===== config.mk =====
export PLATFORM = sky130hd
export DESIGN_NAME = life_next_gen
export DESIGN_NICKNAME = d
export VERILOG_FILES = /design/src/rtl/life_next_gen.sv
export SDC_FILE = /design/constraint.sdc
export NUM_CORES = 2
export LEC_CHECK = 0
export BUFFER_PORTS_ARGS = -buffer_cell sky130_fd_sc_hd__buf_2
export CORE_ASPECT_RATIO = 0.6
export CORE_MARGIN = 8
export CORE_UTILIZATION = 50
export DETAILED_ROUTE_END_ITERATION = 12
export PLACE_DENSITY_LB_ADDON = 0.3
export SYNTH_ARGS = -nofsm -noshare
export SYNTH_HDL_FRONTEND = slang
export SYNTH_SLANG_ARGS = --single-unit

===== constraint.sdc =====
create_clock -name clk -period 10.75 [get_ports clk]
set_clock_uncertainty 0.1 [all_clocks]
set_input_delay 1.075 -clock clk [delete_from_list [all_inputs] [get_ports clk]]
set_output_delay 1.075 -clock clk [all_outputs]
set_load 0.005 [all_outputs]

===== src/rtl/life_next_gen.sv =====
// life_next_gen: serial Game of Life generation engine for a 16x16 board.
// A step request walks every cell once (one per clock), writing the next
// generation into a shadow register. The shadow is copied into the visible
// board only while vblank is high, so the display never sees a torn frame.
// A seed load overwrites both registers and aborts any generation in flight.
//
// Optional feature macro: LIFE_TORUS_EN
//   defined   - board edges wrap (toroidal grid)
//   undefined - neighbours outside the grid count as dead
module life_next_gen #(
    parameter int ROW_SIZE = 16,
    parameter int COL_SIZE = 16,
    parameter int GEN_W    = 16
) (
    input  logic                         clk,
    input  logic                         rst_n,
    input  logic                         step,
    input  logic                         vblank,
    input  logic                         load,
    input  logic [ROW_SIZE*COL_SIZE-1:0] seed,
    output logic [ROW_SIZE*COL_SIZE-1:0] board,
    output logic                         busy,
    output logic                         gen_done,
    output logic [GEN_W-1:0]             gen_count
);

    localparam int CELLS = ROW_SIZE * COL_SIZE;
    localparam int IDX_W = $clog2(CELLS);

    typedef enum logic [1:0] {
        IDLE    = 2'd0,
        CALC    = 2'd1,
        WAIT_VB = 2'd2
    } state_t;

    state_t           state;
    state_t           next_state;
    logic [CELLS-1:0] shadow;
    logic [IDX_W-1:0] idx;
    logic [3:0]       n_live;
    logic             next_cell;
    logic             last_cell;
    logic             commit;

    // Live-neighbour count of cell (row, col), always read from the visible board.
    function automatic logic [3:0] count_neighbours(
        input logic [CELLS-1:0] b,
        input int               row,
        input int               col
    );
        logic [3:0] n;
        int         r;
        int         c;
        n = 4'd0;
        for (int dr = -1; dr <= 1; dr++) begin
            for (int dc = -1; dc <= 1; dc++) begin
                if (!(dr == 0 && dc == 0)) begin
                    r = row + dr;
                    c = col + dc;
`ifdef LIFE_TORUS_EN
                    r = (r < 0) ? r + COL_SIZE : ((r >= COL_SIZE) ? r - COL_SIZE : r);
                    c = (c < 0) ? c + ROW_SIZE : ((c >= ROW_SIZE) ? c - ROW_SIZE : c);
                    n = n + {3'd0, b[IDX_W'(r * ROW_SIZE + c)]};
`else
                    if (r >= 0 && r < COL_SIZE && c >= 0 && c < ROW_SIZE) begin
                        n = n + {3'd0, b[IDX_W'(r * ROW_SIZE + c)]};
                    end
`endif
                end
            end
        end
        return n;
    endfunction

    // Next-generation value of the cell currently addressed by idx (B3/S23).
    always_comb begin
        n_live    = count_neighbours(board, int'(idx) / ROW_SIZE, int'(idx) % ROW_SIZE);
        next_cell = (n_live == 4'd3) | (board[idx] & (n_live == 4'd2));
        last_cell = (idx == IDX_W'(CELLS - 1));
        commit    = (state == WAIT_VB) && vblank && !load;
    end

    // State register.
    always_ff @(posedge clk or negedge rst_n) begin
        if (!rst_n) begin
            state <= IDLE;
        end else begin
            state <= next_state;
        end
    end

    // Next-state logic: load always returns to IDLE, step only starts from IDLE.
    always_comb begin
        next_state = state;
        case (state)
            IDLE: begin
                if (!load && step) begin
                    next_state = CALC;
                end else begin
                    next_state = IDLE;
                end
            end
            CALC: begin
                if (load) begin
                    next_state = IDLE;
                end else if (last_cell) begin
                    next_state = WAIT_VB;
                end else begin
                    next_state = CALC;
                end
            end
            WAIT_VB: begin
                if (load || vblank) begin
                    next_state = IDLE;
                end else begin
                    next_state = WAIT_VB;
                end
            end
            default: begin
                next_state = IDLE;
            end
        endcase
    end

    // Datapath: seed load, serial cell evaluation and blanking-time commit.
    always_ff @(posedge clk or negedge rst_n) begin
        if (!rst_n) begin
            board     <= {CELLS{1'b0}};
            shadow    <= {CELLS{1'b0}};
            idx       <= {IDX_W{1'b0}};
            busy      <= 1'b0;
            gen_done  <= 1'b0;
            gen_count <= {GEN_W{1'b0}};
        end else begin
            gen_done <= 1'b0;
            if (load) begin
                board     <= seed;
                shadow    <= seed;
                gen_count <= {GEN_W{1'b0}};
                busy      <= 1'b0;
            end else begin
                case (state)
                    IDLE: begin
                        if (step) begin
                            idx  <= {IDX_W{1'b0}};
                            busy <= 1'b1;
                        end
                    end
                    CALC: begin
                        shadow[idx] <= next_cell;
                        idx         <= idx + IDX_W'(1);
                    end
                    WAIT_VB: begin
                        if (commit) begin
                            board     <= shadow;
                            gen_count <= gen_count + GEN_W'(1);
                            gen_done  <= 1'b1;
                            busy      <= 1'b0;
                        end
                    end
                    default: begin
                        busy <= 1'b0;
                    end
                endcase
            end
        end
    end

endmodule


==> flow_metrics.tcl <==
set metrics [dict create \
    run_status "finished, final reports clean" \
    crit_fanout 74 \
    htree_levels 2 \
    grt_pass1_vias 31347 \
    cts_resized 0 \
    drive_gt1_share_pct 26.0 \
    wire_per_inst_um 31.7 \
    final_cells 4724 \
    place_ws_ns 1.21 \
    post_cts_buffers 0 \
    post-route-util_pct 58.0 \
    crit_arrival_ns 10.22 \
    die_w_um 350 \
    synth-seq-cells 540 \
    cp.required_ns 11.16 \
    timing.final.ws_setup_ns 0.939 \
    clock_latency_ns 0.64 \
    ctsRootBufferMaster "clkbuf_16" \
    critPathKind "register to register" \
    ir_drop_v 0.000474 \
    yosysWarnings 0 \
    crit_start "idx[0]" \
    power.density_mw_per_mm2 195 \
    yosysSeqAreaShare_pct 40.4 \
    numCtsBuffers 53 \
    crit_path_frequent_cell "ha_1" \
    cts_tree "yes" \
    place_congestion 1.07 \
    start_util_pct 50.5 \
    syn_nets 3768 \
    rsz0062_at_grt "no" \
    dp_cells 4622 \
    io_pins 535 \
    max_stage_delay_ns 0.72 \
    grt_start_max_net_pins 229 \
    ant_nets 0 \
    hold_ws_ns 0.364 \
    finalMaxSlewViolations 0 \
    placed_area_mm2 0.0365 \
    antenna_found_initial 8 \
    power.total_mw 7.49 \
    first_iter_violations 6137 \
    cts_sinks 540 \
    vias_per_cell 7.09 \
    cts_buffer_depth 3 \
    fillers 5713 \
    hold_buffers 0 \
    nets 4073 \
    synth_ff_type "dfrtp_1" \
    synth_area_mm2 0.0334 \
    wl_mm 150 \
    setup_viol 0 \
    overflow 0 \
    clk_pin_slew_ns 0.07 \
    synth_cells 3472 \
    row_count 73 \
    hold_viol_final 0 \
    dp.final_hpwl_mm 101 \
    fp.dieArea_mm2 0.0757 \
    regToRegStartpoint "idx[0]" \
    min_path_type "primary input to asynchronous set/reset pin" \
    grt_first_pass_wirelength_mm 217 \
    route.vias.total 33497 \
    avgSynthCellArea_um2 9.63 \
    drt_pass1_iterations 8 \
    max_slew_margin_pct 12.3 \
    remaining_drc_errors 0 \
    maxCapViolCount 0 \
    max_slew.worst_pin.slew_ns 1.31 \
    syn2layout_area_growth_pct 14.9 \
    coreArea_mm2 0.0662 \
    finalCriticalPeriod_ns 9.81 \
    final_area_mm2 0.0384 \
    finalCritPeriodShare_pct 91.3 \
    grt_use_total_pct 38.0 \
    async_reset_ff_share_pct 100 \
    die_y_um 216 \
    setup-tns-final_ns 0 \
    yosys.cell_types.count 69 \
    p_leak_nw 15.3 \
    io_buffers 534 \
    endpoint_kind "register" \
    clock.fmax_mhz 102 \
    synth_edf_count 0 \
    startpoint_type "register" \
    cpMaxStageDelayCell "dfrtp_4" \
]
cell type report:
cell class | count | area [µm²] | share of cell area, %
Antenna cell | 6 | 15.0 | 0.0391
Clock buffer | 68 | 1470 | 3.84
Clock inverter | 28 | 424 | 1.10
Inverter | 12 | 52.6 | 0.137
Multi-Input combinational cell | 2556 | 18400 | 47.9
Sequential cell | 540 | 13500 | 35.2
Tap cell | 900 | 1130 | 2.93
Timing Repair Buffer | 614 | 3390 | 8.82
power breakdown:
part,leakage [nW],switching (mW),total (mW),internal [mW]
Clock,0.917,0.884,2.09,1.21
Combinational,8.17,1.91,2.95,1.04
Sequential,6.17,0.230,2.44,2.21
Total,15.3,3.03,7.49,4.46
cell families after synthesis:
| kind of cell | count (synthesis) | synth area share [%] |
|---|---|---|
| AO/OA/AOI/OAI | 921 | 17.1 |
| XOR/XNOR | 43 | 1.19 |
| adder cells (fa/ha/maj) | 35 | 1.31 |
| buffers and inverters | 376 | 5.01 |
| flip-flops | 540 | 40.4 |
| multiplexers | 375 | 19.4 |
| AND/OR/NAND/NOR | 1182 | 15.6 |
final timing paths:
check                              end  slack [ns]  cells after the start
max                        shadow[223]        0.94                     36
min in group clk             board[33]        0.43                      2
min reg2reg                  board[33]        0.43                      2
max in group asynchronous  shadow[110]        7.86                      3
min                         board[209]        0.36                      1
max reg2reg                shadow[223]        0.94                     36
cells in the mapped netlist, types with 19 or more instances:
cell / n / area share [%]
a211oi_1: 46 / 1.0
a21oi_1: 24 / 0.36
a22oi_1: 19 / 0.43
a31oi_1: 402 / 7.5
buf_1: 19 / 0.21
buf_2: 51 / 0.76
buf_4: 22 / 0.49
clkbuf_1: 259 / 2.9
dfrtp_1: 540 / 40
ha_1: 35 / 1.3
mux2i_1: 141 / 4.2
mux4_2: 217 / 15
nand2_1: 556 / 6.2
nand3_1: 47 / 0.70
nand4_1: 196 / 3.7
nor2_1: 284 / 3.2
nor3_1: 34 / 0.51
o21a_1: 44 / 0.99
o21ai_0: 320 / 4.8
xnor2_1: 21 / 0.55
xor2_1: 20 / 0.52
critical path: cells and delay by family (launching register included):
kind | cells | cell delay, ns
adder cells (fa/ha/maj) | 9 | 2.70
multiplexers | 9 | 2.19
buffers and inverters | 3 | 1.25
AND/OR/NAND/NOR | 8 | 1.24
AO/OA/AOI/OAI | 6 | 1.01
flip-flops | 1 | 0.72
XOR/XNOR | 1 | 0.44
layout by cell type, fill, tap and decap left out, types with 24 or more instances in the layout:
cell type / netlist / final
nand2_1: 556 / 555
dfrtp_1: 540 / 536
buf_2: 51 / 532
a31oi_1: 402 / 402
o21ai_0: 320 / 320
nor2_1: 284 / 267
mux4_2: 217 / 217
nand4_1: 196 / 196
mux2i_1: 141 / 141
buf_4: 22 / 72
clkbuf_16: 0 / 54
nand3_1: 47 / 47
a211oi_1: 46 / 46
o21a_1: 44 / 44
nor3_1: 34 / 34
ha_1: 35 / 34
a21oi_1: 24 / 24
flip-flops by register name (all words and copies together), names as in the netlist:
signal     flops
state          2
busy           1
gen_count     16
shadow       256
idx            8
gen_done       1
board        256
metal layers:
metal | track usage (%) | share of wire (%)
met4 | 16.7 | 5.4
met3 | 19.1 | 18
met1 | 51.2 | 37
met5 | 0 | 0.043
met2 | 51.0 | 40
Power figures use the tool's default switching activity.
